--- src/rtl/arb_sched_rr.sv ---
// Round-robin burst scheduler: one-beat slot per input port, merged registered output
// with grant held for up to MAX_BURST beats or until the holder goes quiet for HOLD_TIMEOUT cycles.
module arb_sched_rr #(
   parameter int NUM_PORTS    = 4,
   parameter int DATA_WIDTH   = 22,
   parameter int MAX_BURST    = 4,
   parameter int HOLD_TIMEOUT = 15
) (
   input  logic                            clk,
   input  logic                            rstn,
   input  logic [NUM_PORTS-1:0]            i_valid,
   input  logic [NUM_PORTS*DATA_WIDTH-1:0] i_data,
   input  logic [NUM_PORTS-1:0]            i_last,
   output logic [NUM_PORTS-1:0]            o_ready,
   output logic                            o_valid,
   output logic [DATA_WIDTH-1:0]           o_data,
   output logic [$clog2(NUM_PORTS)-1:0]    o_port,
   output logic                            o_last,
   input  logic                            i_ready,
   output logic                            o_busy
);
   localparam int PW = $clog2(NUM_PORTS);

   typedef enum logic {IDLE, BURST} state_t;

   state_t                state_reg, state_next;
   logic [PW-1:0]         ptr_reg, ptr_next;
   logic [PW-1:0]         gnt_reg, gnt_next;
   logic [3:0]            cnt_reg, cnt_next;
   logic [7:0]            idle_reg, idle_next;
   logic [NUM_PORTS-1:0]  full_reg, full_next;
   logic [NUM_PORTS-1:0]  slot_last_reg;
   logic [DATA_WIDTH-1:0] slot_data_reg [NUM_PORTS];

   logic                  valid_next, last_next;
   logic [DATA_WIDTH-1:0] data_next;
   logic [PW-1:0]         port_next;
   logic                  out_free, load;
   logic [PW-1:0]         src, sel, scan_idx;
   logic                  sel_found;

   assign out_free = ~o_valid | i_ready;
   assign o_ready  = ~full_reg;
   assign o_busy   = (state_reg == BURST);

   // First full slot after the last granted port, wrapping around.
   always_comb begin
      sel       = '0;
      sel_found = 1'b0;
      scan_idx  = '0;
      for (int k = 1; k <= NUM_PORTS; k++) begin
         scan_idx = PW'((int'(ptr_reg) + k) % NUM_PORTS);
         if (!sel_found && full_reg[scan_idx]) begin
            sel       = scan_idx;
            sel_found = 1'b1;
         end
      end
   end

   always_comb begin
      state_next = state_reg;
      ptr_next   = ptr_reg;
      gnt_next   = gnt_reg;
      cnt_next   = cnt_reg;
      idle_next  = idle_reg;
      valid_next = o_valid;
      data_next  = o_data;
      port_next  = o_port;
      last_next  = o_last;
      load       = 1'b0;
      src        = sel;
      if (out_free)
         valid_next = 1'b0;
      case (state_reg)
         IDLE: begin
            if (out_free && sel_found) begin
               load      = 1'b1;
               src       = sel;
               gnt_next  = sel;
               cnt_next  = 4'd1;
               idle_next = 8'd0;
               if (slot_last_reg[sel] || MAX_BURST == 1) begin
                  last_next = 1'b1;
                  ptr_next  = sel;
               end else begin
                  last_next  = 1'b0;
                  state_next = BURST;
               end
            end
         end
         BURST: begin
            if (out_free && full_reg[gnt_reg]) begin
               load      = 1'b1;
               src       = gnt_reg;
               cnt_next  = cnt_reg + 4'd1;
               idle_next = 8'd0;
               if (slot_last_reg[gnt_reg] || (cnt_reg + 4'd1) == 4'(MAX_BURST)) begin
                  last_next  = 1'b1;
                  ptr_next   = gnt_reg;
                  state_next = IDLE;
               end else begin
                  last_next = 1'b0;
               end
            end else if (!full_reg[gnt_reg]) begin
               // Holder went quiet: release without emitting a closing beat.
               idle_next = idle_reg + 8'd1;
               if (idle_reg == 8'(HOLD_TIMEOUT - 1)) begin
                  idle_next  = 8'd0;
                  ptr_next   = gnt_reg;
                  state_next = IDLE;
               end
            end
         end
         default: state_next = IDLE;
      endcase
      if (load) begin
         valid_next = 1'b1;
         data_next  = slot_data_reg[src];
         port_next  = src;
      end
   end

   // Accept and drain can never coincide on one slot: accept needs it empty, drain needs it full.
   for (genvar gi = 0; gi < NUM_PORTS; gi++) begin : g_slot
      assign full_next[gi] = (i_valid[gi] && !full_reg[gi]) ? 1'b1 :
                             (load && src == PW'(gi))       ? 1'b0 : full_reg[gi];
   end

   always_ff @(posedge clk) begin
      for (int p = 0; p < NUM_PORTS; p++) begin
         if (i_valid[p] && !full_reg[p]) begin
            slot_data_reg[p] <= i_data[p*DATA_WIDTH +: DATA_WIDTH];
            slot_last_reg[p] <= i_last[p];
         end
      end
   end

   always_ff @(posedge clk or negedge rstn) begin
      if (!rstn) begin
         state_reg <= IDLE;
         ptr_reg   <= PW'(NUM_PORTS - 1);
         gnt_reg   <= '0;
         cnt_reg   <= '0;
         idle_reg  <= '0;
         full_reg  <= '0;
         o_valid   <= 1'b0;
         o_data    <= '0;
         o_port    <= '0;
         o_last    <= 1'b0;
      end else begin
         state_reg <= state_next;
         ptr_reg   <= ptr_next;
         gnt_reg   <= gnt_next;
         cnt_reg   <= cnt_next;
         idle_reg  <= idle_next;
         full_reg  <= full_next;
         o_valid   <= valid_next;
         o_data    <= data_next;
         o_port    <= port_next;
         o_last    <= last_next;
      end
   end
endmodule
--- config.mk ---
export PLATFORM = sky130hd
export DESIGN_NAME = arb_sched_rr
export DESIGN_NICKNAME = d
export VERILOG_FILES = /design/src/rtl/arb_sched_rr.sv
export SDC_FILE = /design/constraint.sdc
export NUM_CORES = 1
export LEC_CHECK = 0
export BUFFER_PORTS_ARGS = -buffer_cell sky130_fd_sc_hd__buf_4
export CAP_MARGIN = 5
export CORE_MARGIN = 2
export CORE_UTILIZATION = 40
export CTS_CLUSTER_SIZE = 28
export DETAILED_ROUTE_END_ITERATION = 8
export PLACE_DENSITY = 0.67
export SYNTH_ARGS = -nofsm -noshare
export SYNTH_HDL_FRONTEND = slang
export SYNTH_SLANG_ARGS = --single-unit
--- constraint.sdc ---
create_clock -name clk -period 2.75 [get_ports clk]
set_input_delay 0.275 -clock clk [delete_from_list [all_inputs] [get_ports clk]]
set_output_delay 0.275 -clock clk [all_outputs]
set_load 0.03 [all_outputs]
; Word-level counts from Yosys, hierarchy flattened
; Memory sizes are Yosys's and may differ from the RTL's. A register that Yosys moved wholly into a read port is not among the register bits.
; Index checks and enable logic that the tools add are counted.
[totals]
reg_bits = 29
ramBits = 88
inputBits = 99
out_inout_bits = 31
word_cells = 148
n_memories = 1
[classes]
addsub = 6
order_cmp = 6
n_eq_ne = 11
muxes = 72
bitwise = 4
reduce_logical = 32
[memory_table]
columns = memory, words, width, rd, rd_ports_with_merged_regs, write_ports, line
row1 = slot_data_reg, 4, 22, 1, 1, 4, 33  ; logic [DATA_WIDTH-1:0] slot_data_reg [NUM_PORTS];
[op_table]
columns = operator, n
row1 = 1-bit 2-to-1 mux, 41
row2 = 8-bit 2-to-1 mux, 4
row3 = 2-bit 2-to-1 mux, 11
row4 = 2-bit by 3-bit < comparator with 1-bit output (second input constant), 6
row5 = 8-bit case mux with 2 select lines, 1
row6 = 1-bit binary-select mux with 2-bit select, 7
row7 = 1-bit logical AND, 13
row8 = 2-bit nonzero test, 5
row9 = 8-bit by 1-bit adder with 8-bit output (second input constant), 1
row10 = 8-bit by 4-bit == test with 1-bit output (second input constant), 1
row11 = 1-bit zero test, 8
row12 = 4-bit 2-to-1 mux, 2
row13 = 2-bit case mux with 2 select lines, 2
row14 = 4-bit case mux with 2 select lines, 1
row15 = 3-bit by 2-bit != test with 1-bit output (second input constant), 2
row16 = 1-bit case mux with 2 select lines, 3
row17 = 2-bit AND reduction, 3
row18 = 5-bit AND reduction, 1
row19 = 2-bit by 1-bit adder with 2-bit output (second input constant), 2
row20 = 2-bit adder (second input constant), 2
row21 = 4-bit by 1-bit adder with 4-bit output (second input constant), 1
row22 = 2-bit == test (second input constant), 2
row23 = 4-bit by 3-bit == test with 1-bit output (second input constant), 1
row24 = 2-bit != test (second input constant), 2
row25 = 8 further kinds, 9

; Logic depth before layout (Yosys ltp)
[logic_depth]
word_depth = 19
depth_mapped = 9
mapped_depth_nobuf = 8

; Worst setup path after synthesis
; Ideal clock, no wire load.
[synth_timing]
kind = register -> register
from = reg o_valid
to = reg o_data[14], read port of slot_data_reg
setup_time_ns = 0.142
arrival_time_ns = 2.079
required_time_ns = 2.608
slack_ns = 0.528
stages_incl_launch_ff = 8
path_buffers = 1
synth_period_minus_slack_ns = 2.222
path_cell_list = dfrtp_1 > and2b_1 > nor2_1 > a21oi_4 > mux2i_4 > buf_6 > mux2i_1 > o221ai_1
[synth_via]
elab_chain_len = 5
word_cells_on_any_way = 9
classes_between = 5 x mux / 2 x bitwise / 2 x reduce/logical
[synth_rtl]
columns = element, line
row1 = start: declaration, 15  ; output logic o_valid,
row2 = start signal: assignment, 157  ; o_valid <= valid_next;
row3 = 1-bit inverter *, 42  ; assign out_free = ~o_valid | i_ready;
row4 = 1-bit bitwise OR *, 42
row5 = 1-bit logical AND (on tied branches), "92, 76"
row6 = 2-bit 2-to-1 mux (tied with other cells), 92  ; if (out_free && full_reg[gnt_reg]) begin
row7 = 2-bit case mux with 2 select lines / 1-bit case mux with 2 select lines (equally long branches), 74  ; case (state_reg)
row8 = end: declaration, 16  ; output logic [DATA_WIDTH-1:0] o_data,
; Every way passes the cells marked *; elsewhere a longest branch is shown, timed or not.
; A chain may end at the register's enable or synchronous reset.

; Worst setup path in the final report
[layout_timing]
from = reg gnt_reg[0]
to = reg o_data[18], read port of slot_data_reg
[layout_via]
elab_chain_len = 5
word_cells_on_any_way = 7
classes_between = 6 x mux / 1 x reduce/logical
[layout_rtl]
columns = element, line
row1 = start: declaration, 28  ; logic [PW-1:0] gnt_reg, gnt_next;
row2 = start signal: assignment, 153  ; gnt_reg <= gnt_next;
row3 = 1-bit binary-select mux with 2-bit select, 92
row4 = 1-bit 2-to-1 mux (not written as such), 92
row5 = 1-bit logical AND, 92
row6 = 2-bit 2-to-1 mux / 1-bit 2-to-1 mux (equally long branches), 92
row7 = 2-bit case mux with 2 select lines / 1-bit case mux with 2 select lines (equally long branches), 74
; Several ways; a longest one is shown, not always the timed one. The select of a mux whose other input is x is not followed.

==> flow_summary_export.csv <==
group,metric,value,unit
sta,fin_ws,0.257,ns
sta,final_hold_viol_count,0,
sta,max_freq,401,MHz
cells_and_area,largest_reg_flops,88,
placement,dpl_cell_area,0.00686,sq mm
setup_path,cp_max_fo,9,
drt,wirelength,14.1,mm
logic_synthesis,synth_edf_count,92,
cells_and_area,layout.nets,633,
sta,period_needed,2.49,ns
status,outcome,"finished, final reports clean",
clock_network,post-cts-setup-buffers,0,
die,core_area,0.0138,sq mm
cells_and_area,syn_to_final_growth,32.2,%
drt,dr.pass1.iters,5,
min_path,hold_depth,1,
setup_path,critPathLaunchType,"register",
logic_synthesis,yosysWarnings,0,
die,die_w,123,um
global_route,grt_overflow,0,
power,p_per_area,1240,mW/mm^2
die,io_pins,130,
logic_synthesis,ys_seq_area_share,69.7,%
die,die_area,0.0151,sq mm
clock_network,cts.sinks,139,
die,die_h,123,um
flow_run,drv_cap,0,
cells_and_area,final_common_cell,"buf_4",
logic_synthesis,synth_area,0.00566,sq mm
global_route,use_met3,6.96,%
global_route,grt_pass1_vias,3774,
clock_network,ctsRootBufferMaster,"clkbuf_16",
logic_synthesis,synth_nets,491,
clock_network,clk-insertion-delay-late,0.42,ns
clock_network,clk_pin_slew,0.06,ns
sta,rsz0062_at_grt,"false",
power,ir_drop,0.000683,V
global_route,use_met2,28.9,%
cells_and_area,fin_area,0.00748,sq mm
sta,finalSetupViolCount,0,
logic_synthesis,synth_seq_cells,139,
die,initial_core_util,40.9,%
power,power,9300,uW
logic_synthesis,syn_inst,388,
cells_and_area,antennaDiodeCount,0,
clock_network,cts_tree,"yes",
cells_and_area,layout-drive-gt1-share,35.4,%
drt,drc_errors,0,
placement,dp_slack,0.0815,ns
global_route,grt.total_usage,18.9,%
setup_path,cp.required,3.08,ns
sta,skew,0.00760,ns
logic_synthesis,synth_cell_type_count,48,
logic_synthesis,syn_avg_cell_area,14.6,sq um
sta,tightest_slew,0.856,ns
cells_and_area,final_cell_mix,"140 x buf_4, 92 x edfxtp_1, 45 x dfrtp_1, 32 x nand2_1, 28 x mux2i_1",
power,cellLeakagePower,0.00307,uW
clock_network,numCtsBuffers,17,
global_route,grt_pass1_wl,20.5,mm
setup_path,crit_arrival,2.82,ns
sta,finalMaxSlewViolations,0,
drt,routed_via_density,5.33,
clock_network,h-tree-depth,4,
drt,wl_per_cell,19.5,um
global_route,antenna_found_initial,0,
global_route,grt_max_degree,48,
sta,fin_crit_sh,90.6,%
min_path,hp-class,"input port to register",
placement,hpwl,9.21,mm
logic_synthesis,synth-main-ff-cell,"edfxtp_1",
placement,place.port_buffers,129,
logic_synthesis,synthArstFlopShare,33.8,%
drt,drtIter0Drc,296,
sta,max_slew_margin,42.9,%
drt,postRouteAntennaNets,0,
clock_network,clock_path_buffers,2,
die,std_cell_rows,43,
setup_path,cp-end-kind,"register",
setup_path,path_class,"register to register",
drt,vias,3847,
setup_path,reg2reg_depth,6,
placement,gp_congestion,0.843,
sta,tns,0,ns
global_route,grt_use_met1,25.0,%
global_route,busiest_layer,"met2",
==> Yosys cell counts, types with 3 or more instances <==
library cell,number,area share [%]
o21ai_0,13,1.1
nor2_1,27,1.8
xor2_1,7,1.1
o221ai_1,20,3.1
dfrtp_1,45,20
inv_1,11,0.73
buf_2,3,0.27
mux2_2,6,1.2
nor2b_1,6,0.66
a211oi_1,6,0.80
a21oi_1,7,0.62
nand4_1,5,0.55
mux2i_1,28,5.0
edfxtp_1,92,49
nand2b_1,6,0.66
ha_1,4,0.88
clkbuf_1,12,0.80
a22oi_1,19,2.5
nand2_1,32,2.1
==> report_power, final <==
part	total (uW)	leakage, uW	switching [uW]	internal [uW]
Combinational	3910	0.00136	2370	1540
Clock	2290	0.000289	854	1440
Sequential	3100	0.00142	333	2770
Total	9300	0.00307	3560	5750
==> metal layers <==
layer | vias to the layer above | wire [um]
met5 | - | 0
met4 | 0 | 183
met3 | 17 | 1060
met2 | 164 | 6810
met1 | 1910 | 6060
li1 | 1756 | -
==> logic make-up after synthesis <==
group                    share of synthesized area, %
adder cells (fa/ha/maj)                         0.885
flip-flops                                       69.7
multiplexers                                     7.54
AO/OA/AOI/OAI                                    10.7
buffers and inverters                            2.41
XOR/XNOR                                         1.08
AND/OR/NAND/NOR                                  7.72
==> final timing paths <==
check | start | to | slack, ns
min in group asynchronous | rstn | idle_reg[2]$_DFFE_PN0P_ | 0.43
hold / removal | i_data[77] | slot_data_reg[3][11]$_DFFE_PP_ | 0.03
max in group asynchronous | rstn | gnt_reg[1]$_DFFE_PN0P_ | 1.87
setup / recovery | gnt_reg[0]$_DFFE_PN0P_ | o_data[18]$_DFFE_PN0P_ | 0.26
setup reg to reg | gnt_reg[0]$_DFFE_PN0P_ | o_data[18]$_DFFE_PN0P_ | 0.26
hold reg to reg | o_last$_DFFE_PN0P_ | o_last$_DFFE_PN0P_ | 0.48
==> worst max-delay path: stages (launching register included) <==
cell and delay, ns:
dfrtp_1 0.45, mux2i_1 0.39, nor4b_4 0.12, a21oi_4 0.33
mux2i_1 0.54, mux2_2 0.39, a211oi_1 0.17
==> through the flow <==
step           util, %  hold WS [ns]  std cells
2_1_floorplan        -       -0.0206        388
5_1_grt           54.1       0.00167        722
6_report          54.1        0.0258        722
3_3_place_gp      49.6         0.338        689
4_1_cts           54.0       0.00322        721
3_5_place_dp      49.6         0.351        689
==> repair_timing <==
item                                    CTS  global route
hold endpoints to repair                 45             0
endpoints found under the setup margin    0            22
gates resized for setup                   0             3
hold buffers                              1             0
==> final cells by class <==
cell class | count | area, sq um
clock buffers | 19 | 443
clock inverters | 12 | 148
fillers | 1134 | 6350
inverters | 11 | 41.3
multi-input cells | 220 | 1620
flip-flops and latches | 139 | 3940
well taps | 180 | 225
repair buffers | 141 | 1060
Note: power is estimated with default switching activity, not from simulation.
